$ cat config.mk
export PLATFORM = sky130hd
export DESIGN_NAME = irq_ctrl
export DESIGN_NICKNAME = d
export VERILOG_FILES = /design/src/rtl/irq_ctrl_pkg.sv /design/src/rtl/irq_ctrl_prio_enc.sv /design/src/rtl/irq_ctrl.sv
export SDC_FILE = /design/constraint.sdc
export NUM_CORES = 1
export LEC_CHECK = 0
export CAP_MARGIN = 0
export CELL_PAD_IN_SITES_DETAIL_PLACEMENT = 2
export CELL_PAD_IN_SITES_GLOBAL_PLACEMENT = 2
export CORE_MARGIN = 2
export CORE_UTILIZATION = 16
export DETAILED_ROUTE_END_ITERATION = 8
export PLACE_DENSITY = 0.9
export SLEW_MARGIN = 20
export SYNTH_ARGS = -nofsm -noshare
export SYNTH_HDL_FRONTEND = slang
export SYNTH_SLANG_ARGS = --single-unit
$ cat constraint.sdc
create_clock -name clk -period 4.1 [get_ports clk]
set_clock_uncertainty 0.2 [all_clocks]
set_input_delay 0.41 -clock clk [delete_from_list [all_inputs] [get_ports clk]]
set_output_delay 0.41 -clock clk [all_outputs]
set_load 0.02 [all_outputs]
$ cat src/rtl/irq_ctrl_pkg.sv
// irq_ctrl_pkg: shared constants for the interrupt controller.
// Holds the bridge address and register offsets, the FSM state encoding,
// the peripheral source indices and a byte-enable expansion helper.
package irq_ctrl_pkg;

  // Bridge window base; the controller decodes addr[3:2] inside it
  localparam logic [31:0] IRQ_BASE_ADDR = 32'h7f20;

  // Word offsets inside the window
  localparam logic [1:0] OFF_PENDING = 2'd0;
  localparam logic [1:0] OFF_MASK    = 2'd1;
  localparam logic [1:0] OFF_STATUS  = 2'd2;
  localparam logic [1:0] OFF_STATS   = 2'd3;

  // Arbitration FSM encoding
  localparam logic [0:0] IDLE   = 1'b0;
  localparam logic [0:0] ACTIVE = 1'b1;

  // Source indices as wired on the board
  localparam int SRC_TIMER0 = 0;
  localparam int SRC_TIMER1 = 1;
  localparam int SRC_EXT    = 2;

  // Width of the in-service index (enough for up to 8 sources)
  localparam int IRQ_ID_W = 3;

  // Expand 4 byte enables into a 32-bit bit mask
  function automatic logic [31:0] be_to_mask(input logic [3:0] be);
    return {{8{be[3]}}, {8{be[2]}}, {8{be[1]}}, {8{be[0]}}};
  endfunction

endpackage

$ cat src/rtl/irq_ctrl_prio_enc.sv
// irq_prio_enc: combinational lowest-index-wins priority encoder.
// o_valid is high when any request is set; o_id is the lowest set index.
module irq_prio_enc
  import irq_ctrl_pkg::*;
#(
  parameter int N = 6
) (
  input  logic [N-1:0]          i_req,
  output logic                  o_valid,
  output logic [IRQ_ID_W-1:0]   o_id
);

  // Scan from the top down so the lowest set index is the last one written
  always_comb begin
    o_valid = 1'b0;
    o_id    = '0;
    for (int i = N - 1; i >= 0; i--) begin
      if (i_req[i]) begin
        o_valid = 1'b1;
        o_id    = IRQ_ID_W'(i);
      end
    end
  end

endmodule

$ cat src/rtl/irq_ctrl.sv
// irq_ctrl: memory-mapped interrupt controller feeding CP0 HWInt.
// Latches source events as pending bits, masks them and keeps one source
// in service at a time, presented to CP0 as a registered one-hot vector.
// Optional feature: define IRQ_STATS_EN to add the ACK statistics counter
// at word offset 3; without it that offset reads 0 and ignores writes.
module irq_ctrl
  import irq_ctrl_pkg::*;
#(
  parameter int               N_SRC     = 6,
  parameter logic [N_SRC-1:0] EDGE_MASK = 6'b000100,
  parameter logic [N_SRC-1:0] MASK_RST  = 6'b111111
) (
  input  logic              clk,
  input  logic              reset,
  input  logic [N_SRC-1:0]  src_irq,
  input  logic              sel,
  input  logic [31:0]       addr,
  input  logic [31:0]       wdata,
  input  logic [3:0]        byteen,
  output logic [31:0]       rdata,
  output logic [N_SRC-1:0]  hw_int,
  output logic [2:0]        irq_id,
  output logic              irq_active
);

  logic [N_SRC-1:0]    r_pending;
  logic [N_SRC-1:0]    r_prev_src;
  logic [N_SRC-1:0]    r_mask;
  logic [0:0]          r_state;
  logic [IRQ_ID_W-1:0] r_irq_id;
  logic [N_SRC-1:0]    r_hw_int;

  logic                w_write;
  logic [1:0]          w_off;
  logic [31:0]         w_be_mask;
  logic [31:0]         w_wdata_be;
  logic [N_SRC-1:0]    w_ack_clr;
  logic [N_SRC-1:0]    w_set;
  logic [N_SRC-1:0]    w_pending_nxt;
  logic [N_SRC-1:0]    w_mask_nxt;
  logic [N_SRC-1:0]    w_eligible;
  logic [7:0]          w_elig_ext;
  logic [7:0]          w_pend_ext;
  logic                w_cur_elig;
  logic                w_enc_valid;
  logic [IRQ_ID_W-1:0] w_enc_id;
  logic [0:0]          w_state_nxt;
  logic [IRQ_ID_W-1:0] w_id_nxt;
  logic [N_SRC-1:0]    w_onehot_nxt;
  logic                w_unused;

  // Bus decode: a store is any selected access with a byte enable set
  assign w_write    = sel & (|byteen);
  assign w_off      = addr[3:2];
  assign w_be_mask  = be_to_mask(byteen);
  assign w_wdata_be = wdata & w_be_mask;

  // ACK clears only bits whose byte lane was enabled
  assign w_ack_clr = (w_write && (w_off == OFF_PENDING)) ? w_wdata_be[N_SRC-1:0] : '0;

  // Edge sources latch on a rising transition, level sources while high
  assign w_set = (src_irq & ~r_prev_src & EDGE_MASK) | (src_irq & ~EDGE_MASK);

  // Set wins over a same-edge clear so no event is lost
  assign w_pending_nxt = (r_pending & ~w_ack_clr) | w_set;

  // Mask writes only touch bits in enabled byte lanes
  assign w_mask_nxt = (w_write && (w_off == OFF_MASK))
                    ? ((r_mask & ~w_be_mask[N_SRC-1:0]) | w_wdata_be[N_SRC-1:0])
                    : r_mask;

  assign w_eligible = r_pending & r_mask;

  // Widen eligible/pending to 8 bits so the id can index them safely
  always_comb begin
    w_elig_ext = '0;
    w_pend_ext = '0;
    w_elig_ext[N_SRC-1:0] = w_eligible;
    w_pend_ext[N_SRC-1:0] = r_pending;
  end

  assign w_cur_elig = w_elig_ext[r_irq_id];

  irq_prio_enc #(
    .N (N_SRC)
  ) u_prio_enc (
    .i_req   (w_eligible),
    .o_valid (w_enc_valid),
    .o_id    (w_enc_id)
  );

  // Arbitration: pick a source from IDLE, hold it while ACTIVE, and
  // re-arbitrate only once the in-service source stops being eligible
  always_comb begin
    w_state_nxt = r_state;
    w_id_nxt    = r_irq_id;
    if (r_state == IDLE) begin
      if (w_enc_valid) begin
        w_state_nxt = ACTIVE;
        w_id_nxt    = w_enc_id;
      end
    end else if (!w_cur_elig) begin
      if (w_enc_valid) begin
        w_id_nxt = w_enc_id;
      end else begin
        w_state_nxt = IDLE;
      end
    end
  end

  // One-hot presentation of the next in-service source, zero when idle
  always_comb begin
    w_onehot_nxt = '0;
    for (int i = 0; i < N_SRC; i++) begin
      w_onehot_nxt[i] = (w_state_nxt == ACTIVE) && (w_id_nxt == IRQ_ID_W'(i));
    end
  end

  // Pending, edge history and mask registers
  always_ff @(posedge clk) begin
    if (!reset) begin
      r_pending  <= '0;
      r_prev_src <= '0;
      r_mask     <= MASK_RST;
    end else begin
      r_pending  <= w_pending_nxt;
      r_prev_src <= src_irq;
      r_mask     <= w_mask_nxt;
    end
  end

  // FSM state and registered CP0-facing outputs
  always_ff @(posedge clk) begin
    if (!reset) begin
      r_state  <= IDLE;
      r_irq_id <= '0;
      r_hw_int <= '0;
    end else begin
      r_state  <= w_state_nxt;
      r_irq_id <= w_id_nxt;
      r_hw_int <= w_onehot_nxt;
    end
  end

  assign hw_int     = r_hw_int;
  assign irq_id     = r_irq_id;
  assign irq_active = (r_state == ACTIVE);

`ifdef IRQ_STATS_EN
  logic [31:0] r_stats;
  logic        w_ack_leave;

  // A departure from the in-service source counts only when its pending
  // bit is gone; a masked-but-pending source is not an acknowledgement
  assign w_ack_leave = (r_state == ACTIVE) && !w_cur_elig && !w_pend_ext[r_irq_id];

  // Statistics counter: any store to its offset clears it, else count ACKs
  always_ff @(posedge clk) begin
    if (!reset) begin
      r_stats <= '0;
    end else if (w_write && (w_off == OFF_STATS)) begin
      r_stats <= '0;
    end else if (w_ack_leave) begin
      r_stats <= r_stats + 32'd1;
    end
  end
`endif

  // Side-effect-free read mux; unused bits read as zero
  always_comb begin
    rdata = '0;
    case (w_off)
      OFF_PENDING: rdata[N_SRC-1:0] = r_pending;
      OFF_MASK:    rdata[N_SRC-1:0] = r_mask;
      OFF_STATUS:  rdata = {(r_state == ACTIVE), 28'b0, r_irq_id};
`ifdef IRQ_STATS_EN
      OFF_STATS:   rdata = r_stats;
`else
      OFF_STATS:   rdata = '0;
`endif
      default:     rdata = '0;
    endcase
  end

  // Address and data bits outside the decoded fields are intentionally dropped
  assign w_unused = ^{addr[31:4], addr[1:0], w_wdata_be[31:N_SRC], w_pend_ext};

endmodule

==> results of run 1 <==
==> synthesized netlist by cell type, types with 2 or more instances <==
master     n  area share
nand2_1   29       0.082
buf_4     25        0.14
dfxtp_1   23        0.35
mux2i_1   12       0.091
a21oi_1   10       0.038
nor2b_1    9       0.043
o21ai_0    6       0.023
nor2_1     5       0.014
and2_1     4       0.019
clkbuf_1   4       0.011
nor3_1     3       0.011
a22oi_1    2       0.011
a32oi_1    2       0.013
inv_1      2      0.0057
nand3_1    2      0.0076
o21a_1     2       0.011
==> area by class of cell <==
class | count | area (um2)
inverter | 2 | 7.507
timing repair buffer | 35 | 347.8
clock buffer | 4 | 45.04
sequential | 23 | 460.4
tap | 105 | 131.4
fill | 959 | 6371
multi-input combinational | 127 | 729.5
==> critical path, cell delays in order <==
cell and delay (ps):
clkdlybuf4s50_1 660, nor2b_1 380, nand2_1 90, o21ai_0 120, clkdlybuf4s50_1 660
==> power groups by stage <==
stage | clock, mW | sequential, mW | combinational [mW]
floorplan | 0 | 0.264 | 0.109
global placement | 0 | 0.258 | 0.154
detailed placement | 0 | 0.260 | 0.158
CTS | 0.150 | 0.254 | 0.159
global route | 0.157 | 0.257 | 0.173
finish | 0.146 | 0.254 | 0.157
==> metal layers <==
layer  global-route usage  vias to the layer above  share of wire
met1               0.1078                      530           0.44
li1                     -                      555              -
met3              0.01277                        4          0.050
met5                    0                        -              0
met4              0.03261                        0          0.016
met2               0.1507                       38           0.49
==> metrics by stage <==
step | worst slack, ps | hold WS (ps) | area, um2
6_report | 1163 | 352.7 | 1722
5_1_grt | 1007 | 404.9 | 1722
4_1_cts | 1106 | 364.5 | 1722
3_5_place_dp | 1115 | 342.4 | 1677
3_3_place_gp | 1130 | 312.1 | 1677
2_1_floorplan | 2127 | 282.3 | 1411
==> cells by family after synthesis <==
family,after synthesis
muxes,12
other,1
AOI/OAI and AO/OA,30
buffers and inverters,32
and+or+nand+nor,60
DFF,23
==> how the worst max path moves through the flow <==
stage | depth (start not counted) | end | startpoint
6_report | 5 | rdata[1] | addr[2]
4_1_cts | 5 | rdata[0] | addr[2]
3_5_place_dp | 5 | rdata[1] | addr[2]
3_3_place_gp | 5 | rdata[0] | addr[2]
2_1_floorplan | 3 | rdata[0] | addr[2]
5_1_grt | 5 | rdata[1] | addr[2]
==> impl_summary.txt, run 1 <==
----------------------------------------------------
[Logic synthesis]
  Synthesized flop and latch total ... 23
  Synth Area in XOR/XNOR ... 0
  Complex-gate fraction of the synthesized area ... 0.1581
  Fraction of synthesized area in multiplexers ... 0.09091
  Combined area of all synthesized cells ... 0.001321 mm2
  Number of enable-type register cells in the synthesized netlist ... 0
  Combinational family with the most area after synthesis ... simple AND/OR/NAND/NOR gates
  Commonest register cell after synthesis ... dfxtp_1
  Synthesized instance count ... 158
  Total number of yosys warnings ... 0
  Average footprint of a synthesized cell ... 8.362 um2
  Adder-Cell Fraction of Synth Area ... 0
  Share of synthesized area occupied by flip-flops and latches ... 0.3485
  Share of flip-flops with an asynchronous set or reset after synthesis ... 0
  Cell variety after synth ... 34
  Synthesized-area fraction occupied by and/or/nand/nor cells ... 0.2320

[Die]
  Initial core utilization ... 0.1633
  Overall die area ... 0.009001 mm2
  Std-Cell Rows ... 33
  Width of the chip ... 94.88 um
  Area of the core ... 0.008093 mm2
  Ports placed on the boundary ... 119
  Die H ... 94.88 um

[Setup path]
  Arrival @ worst endpoint ... 2330 ps
  FF-to-FF setup slack ... 2010 ps
  Reg-to-reg critical path startpoint ... irq_id[0]$_SDFF_PN0_
  Worst path required time ... 3490 ps
  Max FO, Critical Path ... 9
  Terminus of the critical flop-to-flop path ... hw_int[1]$_SDFF_PN0_
  Type of the worst setup path ... in2out
  Endpoint type of the worst setup path ... output pin
  Category of the worst setup path launch point ... input pin
  Count of cells along the worst register-to-register path ... 5

[Detailed routing]
  Detailed Route Iter0 Violations ... 45
  Vias per inst ... 3.807
  Post-route DRC violation count ... 0
  Post-Route WL ... 3788 um
  Number of routed nets with antenna violations ... 0
  First-pass iteration count of the detailed router ... 4
  Count of vias placed by the detailed router ... 1127
  Routed WL per cell ... 12.80 um

[Pwr]
  Pwr dens ... 323.6 mW/mm2
  Sequential fraction of design power ... 0.455
  Overall power consumption ... 0.5572 mW
  Power share of the combinational group ... 0.282
  IR Drop Worst-Case VDD ... 0.07015 mV
  Sw power ... 0.1828 mW
  Switching Fraction ... 0.3281
  Internal power component ... 0.3744 mW
  Relative contribution of the clock network to total power ... 0.262
  Pleak ... 0.7126 nW

[Status]
  Run status ... complete, no violations

[Clocking]
  Post-CTS setup buffers ... 0
  TritonCTS clock tree ... yes
  Max clock buf depth ... 2
  Clock slew seen by the registers of the worst setup and hold paths ... 80 ps
  CTS Sinks ... 23
  Clk Tree Root Cell ... clkbuf_8
  Clock latency on the worst-skew pair ... 270 ps
  Number of buffers added by the clock tree synthesis step ... 3
  Depth of the CTS H-tree ... 1
  Resize count post-CTS ... 0
  Hold-fix buffer count after cts ... 0

[Placed design]
  Detail Placement HPWL ... 3036 um
  PortBufs ... 34
  Total placed cells including tap cells ... 292
  Weighted congestion reported at the end of routability-driven placement ... 0.8502

[STA]
  Aggregate negative setup slack ... 0 ps
  Setup repair after global routing missed its margin ... false
  Crit path time final ... 2937 ps
  Setup violators final ... 0
  Peak clock frequency supported by timing ... 340.5 MHz
  Slew @ Worst Pin ... 825.9 ps
  Final critical-path share of the clock period ... 0.7164
  Max-slew headroom at the worst pin ... 0.4452
  Pins Over Slew Limit ... 0
  Hold violation count in the final report ... 0

[Global route]
  Global-route usage over all layers ... 0.08674
  Antenna violations before repair ... 0
  Largest net degree at the start of global routing ... 20
  Global-route wire length before repair ... 6003 um
  Grt ovf ... 0
  Vias in the first global route ... 1200

[Final layout]
  Count of nets after finishing ... 269
  Leading cell type in the layout, fill and taps excluded ... clkdlybuf4s50_1
  Highest-count cells in the layout ignoring fill and taps ... clkdlybuf4s50_1, nand2_1, conb_1
  Share of the core filled with cells in the final layout ... 0.2127
  Final cell count without fillers ... 296
  Diodes inserted ... 0
  Proportion of layout cells with a drive suffix above 1 ... 0.04712
  Area growth from synthesis to layout ... 30.30%

[Hold path]
  Path type of the worst min-delay path ... reg2reg
  Number of cells on the worst hold path ... 2

[Run]
  Max capacitance violation total ... 0

----------------------------------------------------
(Power assumes the default switching activity.)
==> run 2, diff against run 1 <==
- CORE_UTILIZATION: 16 -> 15
- PLACE_DENSITY: 0.9 -> 0.86
- clock period: 4.1 -> 3 ns (I/O delays scaled with it)
==> run 2 against run 1 <==
Compared with the run above:
- final area increased by 1.1%
- flip-flop and latch count unchanged
- global-route usage decreased by 0.27 points
- combinational power increased by 39%
- highest routed layer unchanged
- cell count increased by 1.7%
- critical path depth unchanged
- first-iteration DRC count increased by 2.2%
- count of clock-buffer cells in the layout unchanged
- via count increased by 3.3%
==> impl_summary.txt, run 2 (synthesis results as in run 1) <==
----------------------------------------------------
[Die]
  Die H ... 97.86 um
  Area of the core ... 0.008636 mm2
  Width of the chip ... 97.86 um
  Std-Cell Rows ... 34
  Ports placed on the boundary ... 119
  Initial core utilization ... 0.1530
  Overall die area ... 0.009576 mm2

[Global route]
  Global-route wire length before repair ... 6534 um
  Vias in the first global route ... 1279
  Grt ovf ... 0
  Antenna violations before repair ... 0
  Global-route usage over all layers ... 0.08403
  Largest net degree at the start of global routing ... 20

[Placed design]
  Detail Placement HPWL ... 3154 um
  PortBufs ... 34
  Weighted congestion reported at the end of routability-driven placement ... 0.8449
  Cell Area, Placed ... 0.001695 mm2

[Detailed routing]
  First-pass iteration count of the detailed router ... 4
  Vias per inst ... 3.867
  Routed WL per cell ... 13.09 um
  Post-Route WL ... 3941 um
  Count of vias placed by the detailed router ... 1164
  Post-route DRC violation count ... 0
  Detailed Route Iter0 Violations ... 46
  Number of routed nets with antenna violations ... 0

[Pwr]
  Overall power consumption ... 0.7632 mW
  Switching Fraction ... 0.3281
  Internal power component ... 0.5128 mW
  Sequential fraction of design power ... 0.456
  Power share of the combinational group ... 0.286
  Pleak ... 0.7228 nW
  Pwr dens ... 438.5 mW/mm2
  Sw power ... 0.2504 mW
  IR Drop Worst-Case VDD ... 0.09927 mV
  Relative contribution of the clock network to total power ... 0.258

[STA]
  Slew @ Worst Pin ... 679.4 ps
  Setup repair after global routing missed its margin ... false
  Max-slew headroom at the worst pin ... 0.5456
  Hold violation count in the final report ... 0
  Crit path time final ... 2619 ps
  Setup violators final ... 0
  Final critical-path share of the clock period ... 0.8729
  Peak clock frequency supported by timing ... 381.9 MHz
  Pins Over Slew Limit ... 0
  Aggregate negative setup slack ... 0 ps

[Clocking]
  Number of buffers added by the clock tree synthesis step ... 3
  Post-CTS setup buffers ... 0
  CTS Sinks ... 23
  Clk Tree Root Cell ... clkbuf_8
  Clock slew seen by the registers of the worst setup and hold paths ... 80 ps
  Depth of the CTS H-tree ... 1
  Clock latency on the worst-skew pair ... 270 ps
  TritonCTS clock tree ... yes
  Max clock buf depth ... 2
  Resize count post-CTS ... 0
  Hold-fix buffer count after cts ... 0

[Final layout]
  Diodes inserted ... 0
  Proportion of layout cells with a drive suffix above 1 ... 0.05699
  Area growth from synthesis to layout ... 31.72%
  Final design instance area without fill ... 0.001740 mm2
  Highest-count cells in the layout ignoring fill and taps ... clkdlybuf4s50_1, nand2_1, conb_1
  FF/Latch Area ... 460.4 um2
  Footprint of the multi-input gates ... 729.5 um2
  Filler instances ... 1017
  Leading cell type in the layout, fill and taps excluded ... clkdlybuf4s50_1
  Count of nets after finishing ... 271

[Setup path]
  Type of the worst setup path ... in2out
  Reg-to-reg critical path startpoint ... irq_id[0]$_SDFF_PN0_
  Top cell family by delay on the critical path ... buffers and inverters
  Buffers plus inverters on the worst setup path ... 2
  Arrival @ worst endpoint ... 2120 ps
  Slowest stage delay, CP ... 660 ps
  CP Depth ... 5
  Category of the worst setup path launch point ... input pin
  Worst setup startpoint ... addr[2]
  Ordered list of cells on the worst path ... clkdlybuf4s50_1 -> nor2b_1 -> nand2_1 -> o21ai_0 -> clkdlybuf4s50_1
  Slowest cell on the critical path ... clkdlybuf4s50_1
  Count of cells along the worst register-to-register path ... 5
  Top cell by count, worst path ... clkdlybuf4s50_1
  Max FO, Critical Path ... 6
  Worst path required time ... 2500 ps
  Endpoint type of the worst setup path ... output pin

[Hold path]
  Path type of the worst min-delay path ... reg2reg
  Number of cells on the worst hold path ... 2

[Run]
  Max capacitance violation total ... 0

[Status]
  Run status ... complete, no violations

----------------------------------------------------
-- run 2: cell types whose count changed in the layout (fill, tap and decap cells not counted) --
| cell | delta |
|---|---|
| buf_4 | +2 |
-- run 2: power groups by stage --
stage	sequential [mW]	clock [mW]	combinational (mW)
after floorplan	0.360	0	0.148
after global placement	0.354	0	0.212
after detailed placement	0.355	0	0.218
after CTS	0.348	0.207	0.220
after global routing	0.352	0.222	0.237
final	0.348	0.197	0.219
-- run 2: cell type report --
type                    instances  area share
flip-flops and latches         23      0.2646
well taps                     108     0.07764
multi-input cells             127      0.4191
repair buffers                 37      0.2085
clock buffers                   4     0.02588
inverters                       2    0.004313
-- run 2: path summary, 6_finish.rpt --
kind	slack (ps)	endpoint
max	380	rdata[2]
min reg2reg	370	flop
max reg2reg	890	hw_int[3]$_SDFF_PN0_
min	370	flop
-- run 2: per-layer routing --
metal,track usage,vias up,part of all wire
li1,-,558,-
met1,0.09399,561,0.42
met2,0.1544,38,0.50
met3,0.01575,7,0.057
met4,0.03632,0,0.022
met5,0,-,0
-- run 2: tightest hold or removal path: cells and delay by family (launching register included) --
| kind | cells | cell delay (ps) |
|---|---|---|
| and+or+nand+nor | 1 | 60 |
| DFF | 1 | 390 |
| muxes | 1 | 90 |
-- run 2: metrics by stage --
step	util	instances	hold WS [ps]	setup WS [ps]
after floorplan	-	182	221.7	1142
after global placement	0.1963	297	318.9	343.6
after detailed placement	0.1963	297	343.6	374.9
after CTS	0.2015	301	368.9	344.6
after global routing	0.2015	301	403.9	296.6
final	0.2015	301	369.7	381.2
==> run 3, diff against run 2 <==
- CTS_CLUSTER_SIZE: unset -> 40
- PLACE_DENSITY: 0.86 -> 0.85
- SYNTH_HIERARCHICAL: unset -> 1
==> run 3 against run 2 <==
Compared with the run above:
- via count is 12% higher
- count of clock-buffer cells in the layout fell by 1
- fmax rose by 4.3%
- cell count grew 9.0%
- highest routed layer unchanged
- critical endpoint is now rdata[1]
- die area is 5.4% higher
- sequential power hardly changed
- core utilization decreased by 0.11 points
- clock power about the same
- worst hold slack worse by 72 ps
==> impl_summary.txt, run 3 <==
----------------------------------------------------
[STA]
  Slew @ Worst Pin ... 746.5 ps
  Crit path time final ... 2512 ps
  Worst-case setup margin in the final layout ... 488.4 ps
  Setup repair after global routing missed its margin ... false
  Max-slew headroom at the worst pin ... 0.5023
  Aggregate negative setup slack ... 0 ps
  Pins Over Slew Limit ... 0
  Smallest hold slack ... 298.0 ps
  Peak clock frequency supported by timing ... 398.2 MHz
  Hold violation count in the final report ... 0
  Final critical-path share of the clock period ... 0.8372
  Setup violators final ... 0

[Setup path]
  Category of the worst setup path launch point ... input pin
  Arrival @ worst endpoint ... 2010 ps
  Max FO, Critical Path ... 7
  Endpoint type of the worst setup path ... output pin
  Type of the worst setup path ... in2out
  Worst path required time ... 2500 ps
  Worst setup startpoint ... addr[3]
  Reg-to-reg critical path startpoint ... irq_id[0]$_SDFF_PN0_

[Die]
  Overall die area ... 0.01010 mm2
  Ports placed on the boundary ... 119
  Die H ... 100.5 um
  Area of the core ... 0.009153 mm2
  Width of the chip ... 100.5 um
  Initial core utilization ... 0.1526
  Std-Cell Rows ... 35

[Placed design]
  Total placed cells including tap cells ... 324
  Cell Area, Placed ... 0.001788 mm2
  Weighted congestion reported at the end of routability-driven placement ... 0.8023
  PortBufs ... 34
  Placement-stage worst setup slack ... 448.5 ps
  Detail Placement HPWL ... 3609 um

[Clocking]
  Clock slew seen by the registers of the worst setup and hold paths ... 90 ps
  TritonCTS clock tree ... yes
  Clk Tree Root Cell ... clkbuf_8
  CTS Sinks ... 23
  Number of buffers added by the clock tree synthesis step ... 3
  Resize count post-CTS ... 0
  Clock latency on the worst-skew pair ... 270 ps
  Depth of the CTS H-tree ... 1
  Post-CTS setup buffers ... 0
  Max clock buf depth ... 2
  Hold-fix buffer count after cts ... 0

[Final layout]
  Leading cell type in the layout, fill and taps excluded ... clkdlybuf4s50_1
  Count of nets after finishing ... 295
  Area growth from synthesis to layout ... 31.36%
  Final design instance area without fill ... 0.001834 mm2
  Highest-count cells in the layout ignoring fill and taps ... clkdlybuf4s50_1, nand2_1, conb_1
  Diodes inserted ... 0
  Proportion of layout cells with a drive suffix above 1 ... 0.08756
  Share of the core filled with cells in the final layout ... 0.2004
  Final cell count without fillers ... 328
  Filler instances ... 1085

[Logic synthesis]
  Cell taking the most area after synthesis ... dfxtp_1
  Synthesized instance count ... 180
  Synthesized flop and latch total ... 23
  Number of enable-type register cells in the synthesized netlist ... 0
  Leading cell types by total area after synthesis ... dfxtp_1, buf_4, nand2_1, nor2_1, mux2i_1
  Synth Area in XOR/XNOR ... 0
  Total number of yosys warnings ... 6
  Commonest register cell after synthesis ... dfxtp_1
  Most common cell in the netlist ... nand2_1
  Synthesized-area fraction occupied by and/or/nand/nor cells ... 0.2948
  Share of synthesized area occupied by flip-flops and latches ... 0.3297
  Share of flip-flops with an asynchronous set or reset after synthesis ... 0
  Adder-Cell Fraction of Synth Area ... 0
  Fraction of post-synthesis cell area in the top cell type by area ... 0.3297
  Combinational family with the most area after synthesis ... simple AND/OR/NAND/NOR gates
  Cell variety after synth ... 36
  Combined area of all synthesized cells ... 0.001396 mm2
  Average footprint of a synthesized cell ... 7.757 um2
  Leading cell types by count after synthesis ... nand2_1, buf_4, dfxtp_1
  Fraction of synthesized area in multiplexers ... 0.04301
  Complex-gate fraction of the synthesized area ... 0.1541

[Detailed routing]
  Post-route DRC violation count ... 0
  Vias per inst ... 3.963
  Detailed Route Iter0 Violations ... 19
  Number of routed nets with antenna violations ... 0
  Post-Route WL ... 4372 um
  Count of vias placed by the detailed router ... 1300
  First-pass iteration count of the detailed router ... 4
  Routed WL per cell ... 13.33 um

[Status]
  Run status ... complete, no violations

[Pwr]
  Pwr dens ... 446.8 mW/mm2
  Pleak ... 0.7479 nW
  IR Drop Worst-Case VDD ... 0.1447 mV
  Overall power consumption ... 0.8196 mW

[Global route]
  Global-route usage over all layers ... 0.08898
  Global-route wire length before repair ... 7017 um
  Antenna violations before repair ... 0
  Vias in the first global route ... 1370
  Grt ovf ... 0
  Largest net degree at the start of global routing ... 14

[Run]
  Max capacitance violation total ... 0

[Hold path]
  Path type of the worst min-delay path ... reg2reg

----------------------------------------------------
-- run 3: changes by cell type after synthesis, sizes merged, moves of 2 or more --
cell / change
nor2: +13
nand3: +10
mux2i: -6
nor2b: -6
inv: +5
a21oi: +3
nand3b: +3
a21boi: -2
a22oi: -2
a2bb2oi: +2
a32oi: -2
and2: +2
nand2b: +2
o21a: -2
-- run 3: critical path: stages --
cell,delay [ps]
clkdlybuf4s50_1,520
buf_4,190
mux2i_1,90
o21ai_0,260
clkdlybuf4s50_1,660
-- run 3: worst paths after layout --
path	end	slack, ps	cells past startpoint
worst min register to register	flop	300	2
worst max-delay path	rdata[1]	490	5
worst min-delay path	flop	300	2
worst max register to register	hw_int[1]$_SDFF_PN0_	950	5
-- run 3: kinds of logic after synthesis --
| kind of cell | after synthesis |
|---|---|
| other | 1 |
| DFF | 23 |
| buffers and inverters | 38 |
| muxes | 6 |
| AOI/OAI and AO/OA | 29 |
| and+or+nand+nor | 83 |
-- run 3: per-layer routing --
metal | wire (um) | up-vias | track usage
met2 | 2196 | 48 | 0.1590
met5 | 0 | - | 0
met1 | 1906 | 623 | 0.1078
li1 | - | 625 | -
met4 | 34 | 0 | 0.01897
met3 | 235 | 4 | 0.02219
-- run 3: where the power goes --
part / internal (mW) / total, mW / switching [mW]
combinational: 0.114 / 0.272 / 0.159
clock: 0.0930 / 0.199 / 0.106
sequential: 0.327 / 0.348 / 0.0212
-- run 3: area by class of cell --
| class | count | area (um2) | area share |
|---|---|---|---|
| repair buffers | 39 | 377.9 | 0.2060 |
| clock inverters | 1 | 5.005 | 0.002729 |
| multi-input cells | 143 | 780.7 | 0.4256 |
| inverters | 8 | 30.03 | 0.01637 |
| clock buffers | 3 | 41.29 | 0.02251 |
| well taps | 111 | 138.9 | 0.07572 |
| flip-flops and latches | 23 | 460.4 | 0.2510 |
